--- config.mk ---
export PLATFORM = sky130hd
export DESIGN_NAME = uart_cmd_parser
export DESIGN_NICKNAME = d
export VERILOG_FILES = /design/src/rtl/uart_cmd_pkg.sv /design/src/rtl/uart_hex_decode.sv /design/src/rtl/uart_cmd_parser.sv
export SDC_FILE = /design/constraint.sdc
export NUM_CORES = 1
export LEC_CHECK = 0
export ABC_CLOCK_PERIOD_IN_PS = 2400
export BUFFER_PORTS_ARGS = -buffer_cell sky130_fd_sc_hd__buf_2
export CAP_MARGIN = 10
export CORE_MARGIN = 2
export CORE_UTILIZATION = 51
export CTS_CLUSTER_SIZE = 10
export DETAILED_ROUTE_END_ITERATION = 10
export GPL_TIMING_DRIVEN = 0
export PLACE_DENSITY_LB_ADDON = 0.15
export SLEW_MARGIN = 20
export SYNTH_ARGS = -nofsm -noshare
export SYNTH_HDL_FRONTEND = slang
export SYNTH_HIERARCHICAL = 1
export SYNTH_SLANG_ARGS = --single-unit
--- constraint.sdc ---
create_clock -name clk_33m -period 2.4 [get_ports clk_33m]
set_input_delay 0.12 -clock clk_33m [delete_from_list [all_inputs] [get_ports clk_33m]]
set_output_delay 0.12 -clock clk_33m [all_outputs]
set_load 0.005 [all_outputs]
--- src/rtl/uart_cmd_pkg.sv ---
// Shared definitions for the UART command parser: FSM state encoding,
// ASCII constants and error codes.
`timescale 1ns/1ps
package uart_cmd_pkg;

  typedef enum logic [2:0] {
    ST_IDLE    = 3'd0,
    ST_SP1     = 3'd1,
    ST_ADDR    = 3'd2,
    ST_SP2     = 3'd3,
    ST_DATA    = 3'd4,
    ST_ISSUE   = 3'd5,
    ST_DISCARD = 3'd6
  } cmd_state_t;

  localparam logic [7:0] CH_CR = 8'h0D;
  localparam logic [7:0] CH_LF = 8'h0A;
  localparam logic [7:0] CH_SP = 8'h20;
  localparam logic [7:0] CH_W  = 8'h57;
  localparam logic [7:0] CH_R  = 8'h52;

  localparam logic [1:0] ERR_NONE    = 2'd0;
  localparam logic [1:0] ERR_SYNTAX  = 2'd1;
  localparam logic [1:0] ERR_RANGE   = 2'd2;
  localparam logic [1:0] ERR_OVERRUN = 2'd3;

  // Fold lowercase ASCII letters onto uppercase; other bytes pass through.
  function automatic logic [7:0] to_upper(input logic [7:0] c);
    return (c >= 8'h61 && c <= 8'h7A) ? (c & 8'hDF) : c;
  endfunction

endpackage

--- src/rtl/uart_hex_decode.sv ---
// Combinational ASCII hex digit decoder (0-9, A-F, a-f).
`timescale 1ns/1ps
module uart_hex_decode (
  input  logic [7:0] ch,
  output logic [3:0] nibble,
  output logic       is_hex
);

  // Letters map through their low nibble: 'A'/'a' low nibble is 1, plus 9 gives 10.
  always_comb begin
    nibble = 4'h0;
    is_hex = 1'b0;
    if (ch >= 8'h30 && ch <= 8'h39) begin
      nibble = ch[3:0];
      is_hex = 1'b1;
    end else if ((ch >= 8'h41 && ch <= 8'h46) || (ch >= 8'h61 && ch <= 8'h66)) begin
      nibble = ch[3:0] + 4'd9;
      is_hex = 1'b1;
    end
  end

endmodule

--- src/rtl/uart_cmd_parser.sv ---
// Parses "W addr data<CR>" / "R addr<CR>" text lines from a UART into
// memory commands. Errors are latched in err_code and strobed once per line.
//
// Command handshake: cmd_valid is high from the cycle after the terminating
// CR until the cycle cmd_valid & cmd_ready are both high at a rising edge;
// that edge is the transfer. cmd_write/cmd_addr/cmd_data do not change while
// cmd_valid is high. cmd_ready may be asserted before cmd_valid.
`timescale 1ns/1ps
module uart_cmd_parser
  import uart_cmd_pkg::*;
#(
  parameter int ADDR_W     = 29,
  parameter int MAX_DIGITS = 8
) (
  input  logic              clk_33m,
  input  logic              resetn,
  input  logic              rx_valid,
  input  logic [7:0]        rx_byte,
  output logic              cmd_valid,
  input  logic              cmd_ready,
  output logic              cmd_write,
  output logic [ADDR_W-1:0] cmd_addr,
  output logic [31:0]       cmd_data,
  output logic              err_pulse,
  output logic [1:0]        err_code,
  output cmd_state_t        dbg_state
);

  localparam int              CNT_W   = $clog2(MAX_DIGITS + 1);
  localparam logic [CNT_W-1:0] CNT_MAX = CNT_W'(MAX_DIGITS);
  localparam logic [CNT_W-1:0] CNT_ONE = CNT_W'(1);

  cmd_state_t        state, state_n;
  logic [31:0]       acc, acc_n;
  logic [CNT_W-1:0]  cnt, cnt_n;
  logic              write_q, write_n;
  logic [ADDR_W-1:0] addr_q, addr_n;
  logic [1:0]        err_n;
  logic              pulse_n;
  logic              issue;

  logic [3:0]        nibble;
  logic              is_hex;
  logic [7:0]        ch_up;
  logic [31:0]       acc_shift;
  logic              addr_over;
  logic              full;

  uart_hex_decode u_hex (
    .ch     (rx_byte),
    .nibble (nibble),
    .is_hex (is_hex)
  );

  assign ch_up     = to_upper(rx_byte);
  assign acc_shift = {acc[27:0], nibble};
  // Any accumulator bit at or above ADDR_W means the address does not fit.
  assign addr_over = (acc >> ADDR_W) != 32'd0;
  assign full      = (cnt == CNT_MAX);
  assign cmd_valid = (state == ST_ISSUE);
  assign dbg_state = state;

  // State and datapath registers; outputs only load when a command issues.
  always_ff @(posedge clk_33m or negedge resetn) begin
    if (!resetn) begin
      state     <= ST_IDLE;
      acc       <= '0;
      cnt       <= '0;
      write_q   <= 1'b0;
      addr_q    <= '0;
      cmd_write <= 1'b0;
      cmd_addr  <= '0;
      cmd_data  <= '0;
      err_pulse <= 1'b0;
      err_code  <= ERR_NONE;
    end else begin
      state     <= state_n;
      acc       <= acc_n;
      cnt       <= cnt_n;
      write_q   <= write_n;
      addr_q    <= addr_n;
      err_pulse <= pulse_n;
      if (err_n != ERR_NONE) err_code <= err_n;
      if (issue) begin
        cmd_write <= write_q;
        cmd_addr  <= addr_n;
        cmd_data  <= write_q ? acc : 32'd0;
      end
    end
  end

  // Next-state decode: one received byte advances the line grammar by one step.
  always_comb begin
    state_n = state;
    acc_n   = acc;
    cnt_n   = cnt;
    write_n = write_q;
    addr_n  = addr_q;
    err_n   = ERR_NONE;
    pulse_n = 1'b0;
    issue   = 1'b0;

    if (state == ST_ISSUE && cmd_ready) state_n = ST_IDLE;

    if (rx_valid && rx_byte != CH_LF) begin
      case (state)
        ST_IDLE: begin
          if (ch_up == CH_W) begin
            state_n = ST_SP1;
            write_n = 1'b1;
          end else if (ch_up == CH_R) begin
            state_n = ST_SP1;
            write_n = 1'b0;
          end else if (rx_byte != CH_CR) begin
            state_n = ST_DISCARD;
            err_n   = ERR_SYNTAX;
          end
        end
        ST_SP1: begin
          if (rx_byte == CH_SP) begin
            state_n = ST_ADDR;
            acc_n   = '0;
            cnt_n   = '0;
          end else begin
            state_n = ST_DISCARD;
            err_n   = ERR_SYNTAX;
          end
        end
        ST_ADDR: begin
          if (is_hex) begin
            if (full) begin
              state_n = ST_DISCARD;
              err_n   = ERR_RANGE;
            end else begin
              acc_n = acc_shift;
              cnt_n = cnt + CNT_ONE;
            end
          end else if (cnt != '0 && ((write_q && rx_byte == CH_SP) ||
                                     (!write_q && rx_byte == CH_CR))) begin
            if (addr_over) begin
              state_n = ST_DISCARD;
              err_n   = ERR_RANGE;
            end else begin
              addr_n = acc[ADDR_W-1:0];
              if (write_q) begin
                state_n = ST_SP2;
              end else begin
                state_n = ST_ISSUE;
                issue   = 1'b1;
              end
            end
          end else begin
            state_n = ST_DISCARD;
            err_n   = ERR_SYNTAX;
          end
        end
        ST_SP2: begin
          if (rx_byte != CH_SP) begin
            if (is_hex) begin
              state_n = ST_DATA;
              acc_n   = {28'h0, nibble};
              cnt_n   = CNT_ONE;
            end else begin
              state_n = ST_DISCARD;
              err_n   = ERR_SYNTAX;
            end
          end
        end
        ST_DATA: begin
          if (is_hex) begin
            if (full) begin
              state_n = ST_DISCARD;
              err_n   = ERR_RANGE;
            end else begin
              acc_n = acc_shift;
              cnt_n = cnt + CNT_ONE;
            end
          end else if (rx_byte == CH_CR && cnt != '0) begin
            state_n = ST_ISSUE;
            issue   = 1'b1;
          end else begin
            state_n = ST_DISCARD;
            err_n   = ERR_SYNTAX;
          end
        end
        ST_ISSUE: begin
          // The byte is lost; the pending command is left untouched.
          err_n   = ERR_OVERRUN;
          pulse_n = 1'b1;
        end
        ST_DISCARD: begin
          if (rx_byte == CH_CR) begin
            state_n = ST_IDLE;
            pulse_n = 1'b1;
          end
        end
        default: state_n = ST_IDLE;
      endcase

      // An error detected on the CR itself already ends the line.
      if ((err_n == ERR_SYNTAX || err_n == ERR_RANGE) && rx_byte == CH_CR) begin
        state_n = ST_IDLE;
        pulse_n = 1'b1;
      end
    end
  end

endmodule

* Word-level counts from Yosys, hierarchy flattened
Cells that the tools add are included.
W data, S select, Z words.
** Storage, ports and cells
- Logic and storage cells :: 134
- Register bits :: 134
- Input bits :: 12
- Output and inout bits :: 69
** Operators by class
- Mux-type cells :: 70
- $add $sub $neg :: 2
- Order comparisons :: 7
- Reductions and logical operators :: 24
- Equality and inequality tests :: 21
** Operator list (number)
- $mux W32 :: 6
- $mux W29 :: 5
- $pmux W32 S3 :: 1
- $mux W3 :: 15
- $reduce_bool A32 Y1 :: 1
- $mux W4 :: 7
- $le A8 B7 Y1 const B :: 3
- $mux W1 :: 21
- $pmux W3 S7 :: 1
- $mux W2 :: 9
- $eq A8 B7 Y1 const B :: 2
- $ge A8 B7 Y1 const B :: 2
- $ne A8 B4 Y1 const B :: 2
- $pmux W2 S6 :: 1
- $pmux W4 S3 :: 1
- $logic_and A1 B1 Y1 :: 11
- $eq A3 B3 Y1 const B :: 3
- $eq A8 B4 Y1 const B :: 1
- $eq A8 B6 Y1 const B :: 1
- $ge A8 B6 Y1 const B :: 1
- $le A8 B6 Y1 const B :: 1
- $ne A2 B2 Y1 const B :: 4
- $ne A8 B6 Y1 const B :: 1
- $reduce_and A7 Y1 :: 1
- other kinds (18) :: 23

* Depth between registers and ports, before layout
Gate-level depths: netlist of the first run.
- Depth in word-level cells :: 14
- Gate-level depth with buffers :: 12
- Mapped depth without buffers :: 10

* Hierarchy
Netlist of the first run, hierarchy kept.
** Modules (own cells, without submodules)
- uart_cmd_parser :: area each 5844.4 um2, sequential area each 3353.2 um2, instances 1, cells each 486
- uart_hex_decode :: area each 177.7 um2, sequential area each 0.0 um2, instances 1, cells each 19

* Least setup slack after synthesis of the first run
Ideal clock, no wire load.
- Path type :: input-to-reg
- Start :: in rx_byte[1]
- End :: reg cmd_addr[1]
- Path buffers :: 3
- Data arrival time :: 2.783 ns
- Setup slack :: -0.508 ns
- Data required time :: 2.275 ns
- Setup time :: 0.125 ns
- Stages on the path :: 12
- Cells stage by stage :: inv_1 > ha_1 > nor3b_1 > a311oi_2 > or2_1 > clkbuf_1 > or4_1 > nor4_4 > buf_6 > buf_12 > mux2_4 > mux2_4
** On the way
- Longest elaborated chain between the ends :: 8
- Elaborated cells on any way between the ends :: 31
- Classes of those cells :: 6 x order compare; 3 x eq/ne; 12 x mux; 10 x reduce/logical
** Ends and longest elaborated chain
- start: declaration :: RTL line uart_cmd_parser.sv:18 : input logic [7:0] rx_byte,
- $ge A8 B7 Y1 or $le A8 B7 Y1 (tied branches) :: RTL line uart_hex_decode.sv:16 : end else if ((ch >= 8'h41 && ch <= 8'h46) || (ch >= 8'h61 && ch <= 8'h66)) begin
- $logic_and A1 B1 Y1 :: RTL line uart_hex_decode.sv:16
- $logic_or A1 B1 Y1 :: RTL line uart_hex_decode.sv:16
- $mux W1 :: RTL line uart_hex_decode.sv:16
- $mux W1 (*) :: RTL line uart_hex_decode.sv:13 : if (ch >= 8'h30 && ch <= 8'h39) begin
- net is_hex :: RTL line uart_cmd_parser.sv:43 : logic is_hex;
- $mux W29 (*) :: RTL line uart_cmd_parser.sv:130 : if (is_hex) begin
- $mux W29 (*) :: RTL line uart_cmd_parser.sv:106 : case (state)
- $mux W29 (*) :: RTL line uart_cmd_parser.sv:105 : if (rx_valid && rx_byte != CH_LF) begin
- net addr_n[1] :: RTL line uart_cmd_parser.sv:37 : logic [ADDR_W-1:0] addr_q, addr_n;
- end signal: assignment :: RTL line uart_cmd_parser.sv:86 : cmd_addr <= addr_n;
- end: declaration :: RTL line uart_cmd_parser.sv:22 : output logic [ADDR_W-1:0] cmd_addr,
Mark *: on every way through the listed nets, which the timed path passes. The rest lies on a longest branch.
A chain may end at the register's enable or synchronous reset.

* Final worst setup path of the first run
- Start :: in rx_byte[1]
- End :: reg cmd_addr[14]
Same word-level chain as after synthesis.

==> impl_metrics.py, run 1 <==
metrics = {
    "worst_hold_path": {
        "min_path_type": "input pin to flip-flop",
    },
    "yosys": {
        "synth_edf_count": 0,
        "syn_area_per_cell_um2": 11.9,
        "syn_inst": 505,
        "yosysWarnings": 6,
        "synth_area_um2": 6020,
        "yosysUniqueCellTypes": 58,
        "synth_flop_cell": "dfrtp_1",
        "synth_fp_nets": 522,
        "synthArstFlopShare_pct": 100,
        "seq_area_frac_synth_pct": 55.7,
        "ys_ff_latch": 134,
    },
    "setup_path": {
        "required_ns": 2.69,
        "path_delay_family": "simple AND/OR/NAND/NOR gates",
        "cp.arrival_ns": 2.82,
        "path_class": "input pin to flip-flop",
        "cpMaxStageDelayCell": "or4_4",
        "path_buf_inv": 5,
        "crit_path_start_kind": "input pin",
        "crit_path_max_incr_delay_ns": 0.55,
        "crit_path_max_fanout": 6,
        "end_kind": "flip-flop",
        "timing.critical_path.cells": "buf_12, inv_12, ha_4, nor3b_4, a311oi_2, or2_4, buf_8, or4_4, nor4_4, buf_6, buf_12, mux2_4, mux2_4",
    },
    "placement": {
        "port_buffers": 80,
        "place_congestion": 0.858,
        "dp_hpwl_um": 9620,
        "placedCellCount": 729,
        "place_area_um2": 6730,
    },
    "grt": {
        "gr-max-usage-layer": "met2",
        "grt_usage_pct": 24.2,
        "grt_util_met2_pct": 37.8,
        "grt_use_met3_pct": 5.78,
        "grt_pass1_wl_um": 23900,
        "first_global_vias": 4533,
        "use_met1_pct": 33.6,
        "grt_max_degree": 105,
        "antenna_found_initial": 0,
        "grt_overflow": 0,
    },
    "cells_and_area": {
        "seq_area_um2": 3350,
        "utilization_pct": 71.1,
        "finalNetCount": 658,
        "antenna_cells": 0,
        "design_area_um2": 8150,
        "n_fill_cell": 810,
        "drive_gt1_share_pct": 42.7,
        "multi_input_area_um2": 2770,
        "areaGrowthSynthToFinish_pct": 35.3,
        "fin_cells": 796,
    },
    "die": {
        "start_util_pct": 52.5,
        "die-area_um2": 12700,
        "die_w_um": 113,
        "coreArea_um2": 11500,
        "row_count": 39,
        "ios": 81,
        "die-height_um": 113,
    },
    "power_and_ir_drop": {
        "cellLeakagePower_nw": 4.00,
        "internal_power_w": 0.00474,
        "peakVddDrop_mv": 0.851,
        "seq_power_share_pct": 35.7,
        "switchingPower_w": 0.00220,
        "pwr-share-comb_pct": 26.8,
        "power_frac_clock_pct": 37.5,
        "switching_share_pct": 31.7,
        "power_density_nw_per_um2": 851,
    },
    "sta": {
        "rsz0062_at_grt": "yes",
        "finalSetupViolations": 68,
        "finalSetupTns_ns": -6.07,
        "fin_skew_ns": 0.00573,
        "holdWs_ns": 0.0499,
        "timing.final.crit_share_pct": 105,
        "tightest_slew_ns": 1.12,
        "timing.fmax_mhz": 395,
        "finalHoldViolations": 0,
        "min_period_ns": 2.53,
        "slew_headroom_pct": 24.6,
        "fin_ws_ns": -0.130,
        "slew_viol_final": 0,
    },
    "flow_run": {
        "drv_cap": 0,
    },
    "route": {
        "vias": 4629,
        "routedWlPerCell_um": 19.3,
        "drt-total-wl_um": 15300,
        "dr.pass1.iters": 5,
        "drc": 0,
        "detail_route.vias_per_cell": 5.82,
        "postRouteAntennaNets": 0,
        "drt_iter0_drc": 245,
    },
    "clock_tree": {
        "path_clk_slew_ns": 0.06,
        "numClockSinks": 134,
        "cts_buffer_depth": 2,
        "clock-root-buffer": "clkbuf_16",
        "h-tree-depth": 4,
        "cts_buffers": 17,
        "insertion_delay_ns": 0.41,
        "cts_tree": "built",
    },
    "run_status": {
        "violations": "setup timing",
        "status": "complete, but fails checks",
    },
}
[sequential cells by signal, indices dropped and copies added, names as in the netlist]
| name | flops |
|---|---|
| err_pulse | 1 |
| cmd_addr | 29 |
| cmd_data | 32 |
| write_q | 1 |
| dbg_state | 3 |
| addr_q | 29 |
| cmd_write | 1 |
| acc | 32 |
| err_code | 2 |
| cnt | 4 |
[routing by layer]
metal  routed length (µm)  part of all wire [%]
met1                 6840                    45
met3                  773                   5.0
met4                  265                   1.7
met5                    0                     0
met2                 7460                    49
[cell type report]
cell class / instances / share of cell area (%)
clock buffers: 19 / 5.43
plain buffers: 33 / 3.38
flip-flops and latches: 134 / 41.1
multi-input cells: 328 / 34.0
inverters: 9 / 0.629
well taps: 143 / 2.20
clock inverters: 12 / 1.89
repair buffers: 118 / 11.3
[worst min-delay path, stage by stage]
cell and delay [ns]:
buf_2 0.09, nand2_1 0.06, nand3_1 0.08, o31ai_1 0.07
[cells by family after synthesis]
family          Yosys count  share of synthesized area, %
fa+ha+maj                 5                          1.04
flops                   134                          55.7
xor+xnor                  2                         0.291
buf+inv                  44                          3.78
mux                      62                          12.6
simple gates            106                          9.74
compound gates          152                          16.9
[power groups by stage]
stage | logic, W | clock network (W) | registers, W
finish | 0.00186 | 0.00260 | 0.00248
global route | 0.00201 | 0.00272 | 0.00249
CTS | 0.00144 | 0.00263 | 0.00248
detailed placement | 0.00135 | 0 | 0.00249
global placement | 0.00132 | 0 | 0.00248
floorplan | 0.000927 | 0 | 0.00246
[synthesized netlist by cell type (4+ instances only)]
library cell | number | share of area [%]
buf_2 | 4 | 0.33
nor3_1 | 4 | 0.33
nor2_1 | 8 | 0.50
buf_6 | 5 | 0.93
a21oi_1 | 8 | 0.66
mux2_4 | 17 | 4.2
a22o_1 | 34 | 4.9
nand2_1 | 46 | 2.9
clkbuf_1 | 24 | 1.5
or2_2 | 4 | 0.42
ha_1 | 5 | 1.0
or3_1 | 4 | 0.42
nand3_1 | 8 | 0.66
o21ai_0 | 76 | 6.3
mux2_2 | 42 | 7.9
dfrtp_1 | 134 | 56
inv_1 | 9 | 0.56
o31ai_1 | 7 | 0.87
[stage by stage]
stage,setup slack [ns],total power (W)
floorplan,-0.328,0.00338
global placement,-0.915,0.00380
detailed placement,-0.924,0.00384
CTS,-0.131,0.00654
global route,-0.259,0.00722
finish,-0.130,0.00694
[placed cells by master, fill, tap and decap left out, drive strengths merged, types with 4 or more instances in the layout]
| cell type | instances |
|---|---|
| dfrtp | 134 |
| buf | 131 |
| o21ai | 77 |
| mux2 | 60 |
| nand2 | 46 |
| clkbuf | 38 |
| a22o | 34 |
| inv | 9 |
| nor2 | 8 |
| nand3 | 8 |
| a21oi | 8 |
| o31ai | 7 |
| or2 | 7 |
| clkinv | 6 |
| nor3 | 5 |
| ha | 5 |
| or3 | 4 |
| nor4 | 4 |
| a2111oi | 4 |
| or4b | 4 |
[final timing paths]
check,endpoint,depth (start not counted),start,slack [ns]
hold / removal,dbg_state[2]$_DFF_PN0_,4,cmd_ready,0.05
setup reg to reg,cmd_addr[14]$_DFFE_PN0P_,7,acc[30]$_DFFE_PN0P_,-0.11
setup / recovery,cmd_addr[14]$_DFFE_PN0P_,13,rx_byte[1],-0.13
max in group asynchronous,cmd_addr[5]$_DFFE_PN0P_,3,resetn,1.50
hold reg to reg,cmd_write$_DFFE_PN0P_,1,cmd_write$_DFFE_PN0P_,0.47
min in group asynchronous,cmd_data[31]$_DFFE_PN0P_,2,resetn,0.15
[repair_timing]
item                                    CTS  global route
setup buffers                            14            17
hold buffers                              1             0
gates cloned                              2             5
pin swaps                                 9            21
resized for setup                        70           110
hold endpoints to repair                134             0
endpoints found under the setup margin  129           102
Power figures use the tool's default switching activity.
==> run 2: changes to the inputs <==
Settings changed: CAP_MARGIN 10 to 15, CORE_UTILIZATION 51 to 25, PLACE_DENSITY_LB_ADDON 0.15 to 0.12.
==> run 2 against run 1 <==
Utilization is 37 points lower. Total power is 0.35% lower. Routed wire length is 9.9% higher. The run still ends with setup timing left. Highest routed layer unchanged. Non-clock buffer count is 10 lower. Register-to-register slack better by 0.02 ns. Combinational power is 16% lower. Largest cell class unchanged.
==> impl_metrics.py, run 2 (synthesis gave the netlist of run 1 again) <==
metrics = {
    "clock_tree": {
        "numClockSinks": 134,
        "path_clk_slew_ns": 0.06,
        "clock-root-buffer": "clkbuf_16",
        "cts_buffer_depth": 2,
        "insertion_delay_ns": 0.42,
        "cts_buffers": 17,
        "cts_tree": "built",
        "h-tree-depth": 4,
    },
    "cells_and_area": {
        "fin_cells": 962,
        "drive_gt1_share_pct": 39.3,
        "final_cell_mix": "dfrtp_1, buf_2, o21ai_0",
        "design_area_um2": 8070,
        "antenna_cells": 0,
        "finalNetCount": 647,
        "final_common_cell": "dfrtp_1",
        "reg_top3": "acc x32, cmd_data x32",
        "areaGrowthSynthToFinish_pct": 34.1,
        "n_fill_cell": 2397,
    },
    "sta": {
        "timing.final.crit_share_pct": 104,
        "tightest_slew_ns": 0.725,
        "min_period_ns": 2.49,
        "timing.fmax_mhz": 401,
        "slew_headroom_pct": 51.3,
        "slew_viol_final": 0,
        "rsz0062_at_grt": "yes",
        "finalSetupViolations": 29,
        "fin_ws_ns": -0.0917,
        "finalHoldViolations": 0,
        "fin_skew_ns": 0.00966,
        "holdWs_ns": 0.0118,
        "finalSetupTns_ns": -1.54,
    },
    "run_status": {
        "violations": "setup timing",
        "status": "complete, but fails checks",
    },
    "placement": {
        "dp_hpwl_um": 11300,
        "port_buffers": 80,
        "place_congestion": 0.831,
        "place_area_um2": 6950,
        "placedCellCount": 905,
    },
    "setup_path": {
        "crit_path_start": "acc[29]$_DFFE_PN0P_",
        "required_ns": 2.70,
        "path_buf_inv": 2,
        "crit_path_max_incr_delay_ns": 0.45,
        "crit_path_max_fanout": 5,
        "r2r_start": "acc[29]$_DFFE_PN0P_",
        "end_kind": "flip-flop",
        "cpMaxStageDelayCell": "or4_4",
        "path_delay_family": "simple AND/OR/NAND/NOR gates",
        "cp.arrival_ns": 2.79,
        "path_class": "flip-flop to flip-flop",
        "timing.critical_path.cells": "or3_4, or4_4, nor4_4, buf_4, buf_8, mux2_2, mux2_4",
        "crit_path_start_kind": "flip-flop",
    },
    "route": {
        "dr.pass1.iters": 4,
        "vias": 4462,
        "routedWlPerCell_um": 17.5,
        "postRouteAntennaNets": 0,
        "drt_iter0_drc": 315,
        "detail_route.vias_per_cell": 4.64,
        "drc": 0,
        "drt-total-wl_um": 16900,
    },
    "die": {
        "die_w_um": 159,
        "die-height_um": 159,
        "die-area_um2": 25300,
        "ios": 81,
        "coreArea_um2": 23500,
        "row_count": 56,
        "start_util_pct": 25.6,
    },
    "power_and_ir_drop": {
        "cellLeakagePower_nw": 3.84,
        "power_density_nw_per_um2": 857,
        "p_total_w": 0.00692,
        "peakVddDrop_mv": 0.443,
    },
    "grt": {
        "grt_usage_pct": 13.8,
        "grt_pass1_wl_um": 27400,
        "grt_max_degree": 82,
        "antenna_found_initial": 0,
        "first_global_vias": 4753,
        "grt_overflow": 0,
    },
    "flow_run": {
        "drv_cap": 0,
    },
    "worst_hold_path": {
        "min_path_type": "input pin to flip-flop",
        "hold_start": "rx_byte[0]",
    },
}
## run 2: cell count changes in the layout (fill, tap and decap cells not counted), moves of 10 or more
cell,change
o21ai_0,+30
mux2_4,-11
o21ai_1,-13
o21ai_2,-17
buf_6,-10
mux2_2,+11
## run 2: where the power goes
group / switching [W] / internal [W] / total, W
registers: 0.000131 / 0.00235 / 0.00249
clock network: 0.00104 / 0.00181 / 0.00286
logic: 0.00102 / 0.000551 / 0.00157
## run 2: path summary, 6_finish.rpt
| path | endpoint | slack, ns | cells after the start |
|---|---|---|---|
| worst max-delay path | cmd_addr[20]$_DFFE_PN0P_ | -0.09 | 7 |
| worst min-delay path | write_q$_DFFE_PN0P_ | 0.01 | 3 |
| worst max register to register | cmd_addr[20]$_DFFE_PN0P_ | -0.09 | 7 |
| worst min register to register | err_code[0]$_DFFE_PN0P_ | 0.48 | 1 |
| max in group asynchronous | addr_q[22]$_DFF_PN0_ | 1.47 | 3 |
| min in group asynchronous | dbg_state[1]$_DFF_PN0_ | 0.18 | 2 |
## run 2: timing repair
action,in CTS,in global routing
buffers inserted,19,5
gates cloned,2,0
resized for setup,48,49
hold endpoints to repair,53,0
pin swaps,3,4
hold buffers,1,0
endpoints found under the setup margin,131,97
## run 2: per-stage QoR
step | worst slack, ns | utilization [%]
after global placement | -0.989 | 29.4
after floorplan | -0.328 | -
final | -0.0917 | 34.3
after global routing | -0.177 | 34.3
after detailed placement | -1.02 | 29.5
after CTS | -0.0912 | 33.8
## run 2: worst reg2reg max path, stage by stage (launching register included)
cell     delay [ns]
dfrtp_1        0.39
or3_4          0.41
or4_4          0.45
nor4_4         0.18
buf_4          0.20
buf_8          0.14
mux2_2         0.35
mux2_4         0.26
## run 2: layout make-up
class	count	area (µm²)	area share [%]
Buffer	33	262	3.24
Multi-Input combinational cell	327	2640	32.7
Tap cell	319	399	4.94
Timing Repair Buffer	108	721	8.93
Clock inverter	12	190	2.36
Inverter	9	48.8	0.604
Clock buffer	20	457	5.66
Sequential cell	134	3360	41.6
## run 2: routing by layer
metal	global-route usage [%]	share of wire (%)
met1	18.8	48
met2	22.2	48
met3	2.84	2.9
met4	3.97	1.1
met5	0	0
==> run 3: changes to the inputs <==
Settings changed: ABC_CLOCK_PERIOD_IN_PS 2400 to 3000, HOLD_SLACK_MARGIN from default to 0.08.
Clock period 2.4 ns to 3 ns, I/O delays scaled along.
==> run 3 against run 2 <==
The run now ends clean. Total power down 26%. Clock skew down 0.0023 ns. Routed wire length down 1.7%. Register-to-register slack better by 0.36 ns. Critical path depth up 6. Non-clock buffer count down 22. Setup slack better by 0.22 ns. Sequential share of layout area up 2.9 points. Clock power down 28%. Final cell count down 2.4%. Critical path type is now input pin to flip-flop. Highest routed layer unchanged.
==> impl_metrics.py, run 3 (synthesis gave the netlist of run 1 again) <==
metrics = {
    "worst_hold_path": {
        "hold-path-endpoint": "dbg_state[2]$_DFF_PN0_",
        "whs_path_depth": 4,
        "hold_start": "cmd_ready",
        "min_path_type": "input pin to flip-flop",
    },
    "grt": {
        "antenna_found_initial": 0,
        "grt_usage_pct": 13.3,
        "grt_overflow": 0,
        "grt_max_degree": 69,
        "first_global_vias": 4715,
        "grt_pass1_wl_um": 26600,
    },
    "cells_and_area": {
        "antenna_cells": 0,
        "reg_top3": "acc x32, cmd_data x32",
        "final_common_cell": "dfrtp_1",
        "fin_cells": 939,
        "final_cell_mix": "dfrtp_1, buf_2, o21ai_0",
        "areaGrowthSynthToFinish_pct": 25.2,
        "drive_gt1_share_pct": 34.2,
        "finalNetCount": 625,
        "design_area_um2": 7540,
    },
    "clock_tree": {
        "h-tree-depth": 4,
        "clock-root-buffer": "clkbuf_16",
        "cts_buffer_depth": 2,
        "path_clk_slew_ns": 0.06,
        "insertion_delay_ns": 0.42,
        "cts_tree": "built",
        "numClockSinks": 134,
        "cts_buffers": 17,
    },
    "sta": {
        "finalHoldViolations": 0,
        "finalSetupViolations": 0,
        "fin_skew_ns": 0.00740,
        "holdWs_ns": 0.110,
        "rsz0062_at_grt": "no",
        "fin_ws_ns": 0.133,
        "timing.fmax_mhz": 349,
        "tightest_slew_ns": 0.744,
        "timing.final.crit_share_pct": 95.6,
        "slew_viol_final": 0,
        "min_period_ns": 2.87,
        "slew_headroom_pct": 50.0,
    },
    "setup_path": {
        "end_kind": "flip-flop",
        "crit_path_max_fanout": 10,
        "rrSetupSlack_ns": 0.27,
        "cp.arrival_ns": 3.17,
        "path_class": "input pin to flip-flop",
        "r2r_cells": 8,
        "r2r_start": "dbg_state[1]$_DFF_PN0_",
        "required_ns": 3.30,
        "worstReg2RegEnd": "cmd_addr[7]$_DFFE_PN0P_",
        "crit_path_start_kind": "input pin",
    },
    "die": {
        "row_count": 56,
        "die-height_um": 159,
        "coreArea_um2": 23500,
        "ios": 81,
        "die-area_um2": 25300,
        "die_w_um": 159,
        "start_util_pct": 25.6,
    },
    "route": {
        "drt-total-wl_um": 16600,
        "drt_iter0_drc": 254,
        "postRouteAntennaNets": 0,
        "detail_route.vias_per_cell": 4.67,
        "routedWlPerCell_um": 17.6,
        "drc": 0,
        "dr.pass1.iters": 4,
        "vias": 4384,
    },
    "placement": {
        "place_area_um2": 6860,
        "port_buffers": 80,
        "placedCellCount": 905,
        "detailedPlace.worstSlack_ns": -0.666,
        "place_congestion": 0.803,
        "dp_hpwl_um": 11500,
    },
    "power_and_ir_drop": {
        "p_total_w": 0.00514,
        "peakVddDrop_mv": 0.383,
        "cellLeakagePower_nw": 3.61,
        "power_density_nw_per_um2": 681,
    },
    "run_status": {
        "status": "complete, no violations",
    },
    "flow_run": {
        "drv_cap": 0,
    },
}
run 3: how the worst max path moves through the flow:
stage / from / end / slack [ns] / cells past startpoint
floorplan: rx_byte[1] / cmd_addr[1]$_DFFE_PN0P_ / 0.06 / 12
global placement: rx_byte[0] / acc[9]$_DFFE_PN0P_ / -0.64 / 12
detailed placement: rx_byte[0] / acc[27]$_DFFE_PN0P_ / -0.67 / 12
CTS: rx_byte[0] / cmd_addr[9]$_DFFE_PN0P_ / 0.04 / 12
global route: rx_byte[1] / cmd_addr[27]$_DFFE_PN0P_ / 0.01 / 13
finish: rx_byte[1] / cmd_addr[7]$_DFFE_PN0P_ / 0.13 / 13
run 3: final cells by class:
type	count	area, µm²
Clock buffer	20	457
Multi-Input combinational cell	327	2480
Tap cell	319	399
Sequential cell	134	3350
Clock inverter	11	124
Fill cell	2454	16000
Inverter	9	33.8
Buffer	34	206
Timing Repair Buffer	85	485
run 3: metrics by stage:
step | TNS, ns | utilization, %
floorplan | 0 | -
CTS | 0 | 31.9
global placement | -79.61 | 29.0
finish | 0 | 32.0
detailed placement | -52.44 | 29.1
global route | 0 | 32.0
run 3: repair_timing:
item,4_1_cts,5_1_grt
buffers inserted,3,0
hold endpoints to repair,67,0
gates resized for setup,8,15
hold buffers,1,0
setup endpoints to repair,55,79
run 3: critical path, stage by stage:
cell	delay (ns)
buf_2	0.18
inv_1	0.08
ha_1	0.22
nor3b_2	0.22
a311oi_2	0.09
or2_4	0.30
clkbuf_4	0.20
or4_4	0.58
nor4_4	0.22
buf_6	0.18
buf_12	0.15
mux2_4	0.31
mux2_4	0.27
run 3: metal layers:
metal | GRT usage (%) | vias up | routed length [µm]
met5 | 0 | - | 0
met4 | 3.35 | 0 | 182
met3 | 3.28 | 14 | 664
met2 | 20.9 | 73 | 7670
met1 | 18.4 | 2235 | 8040
li1 | - | 2062 | -
run 3: power breakdown:
group	total (W)	internal, W	switching, W
sequential	0.00196	0.00188	0.0000763
combinational	0.00111	0.000319	0.000790
clock	0.00207	0.00126	0.000806
total	0.00514	0.00347	0.00167
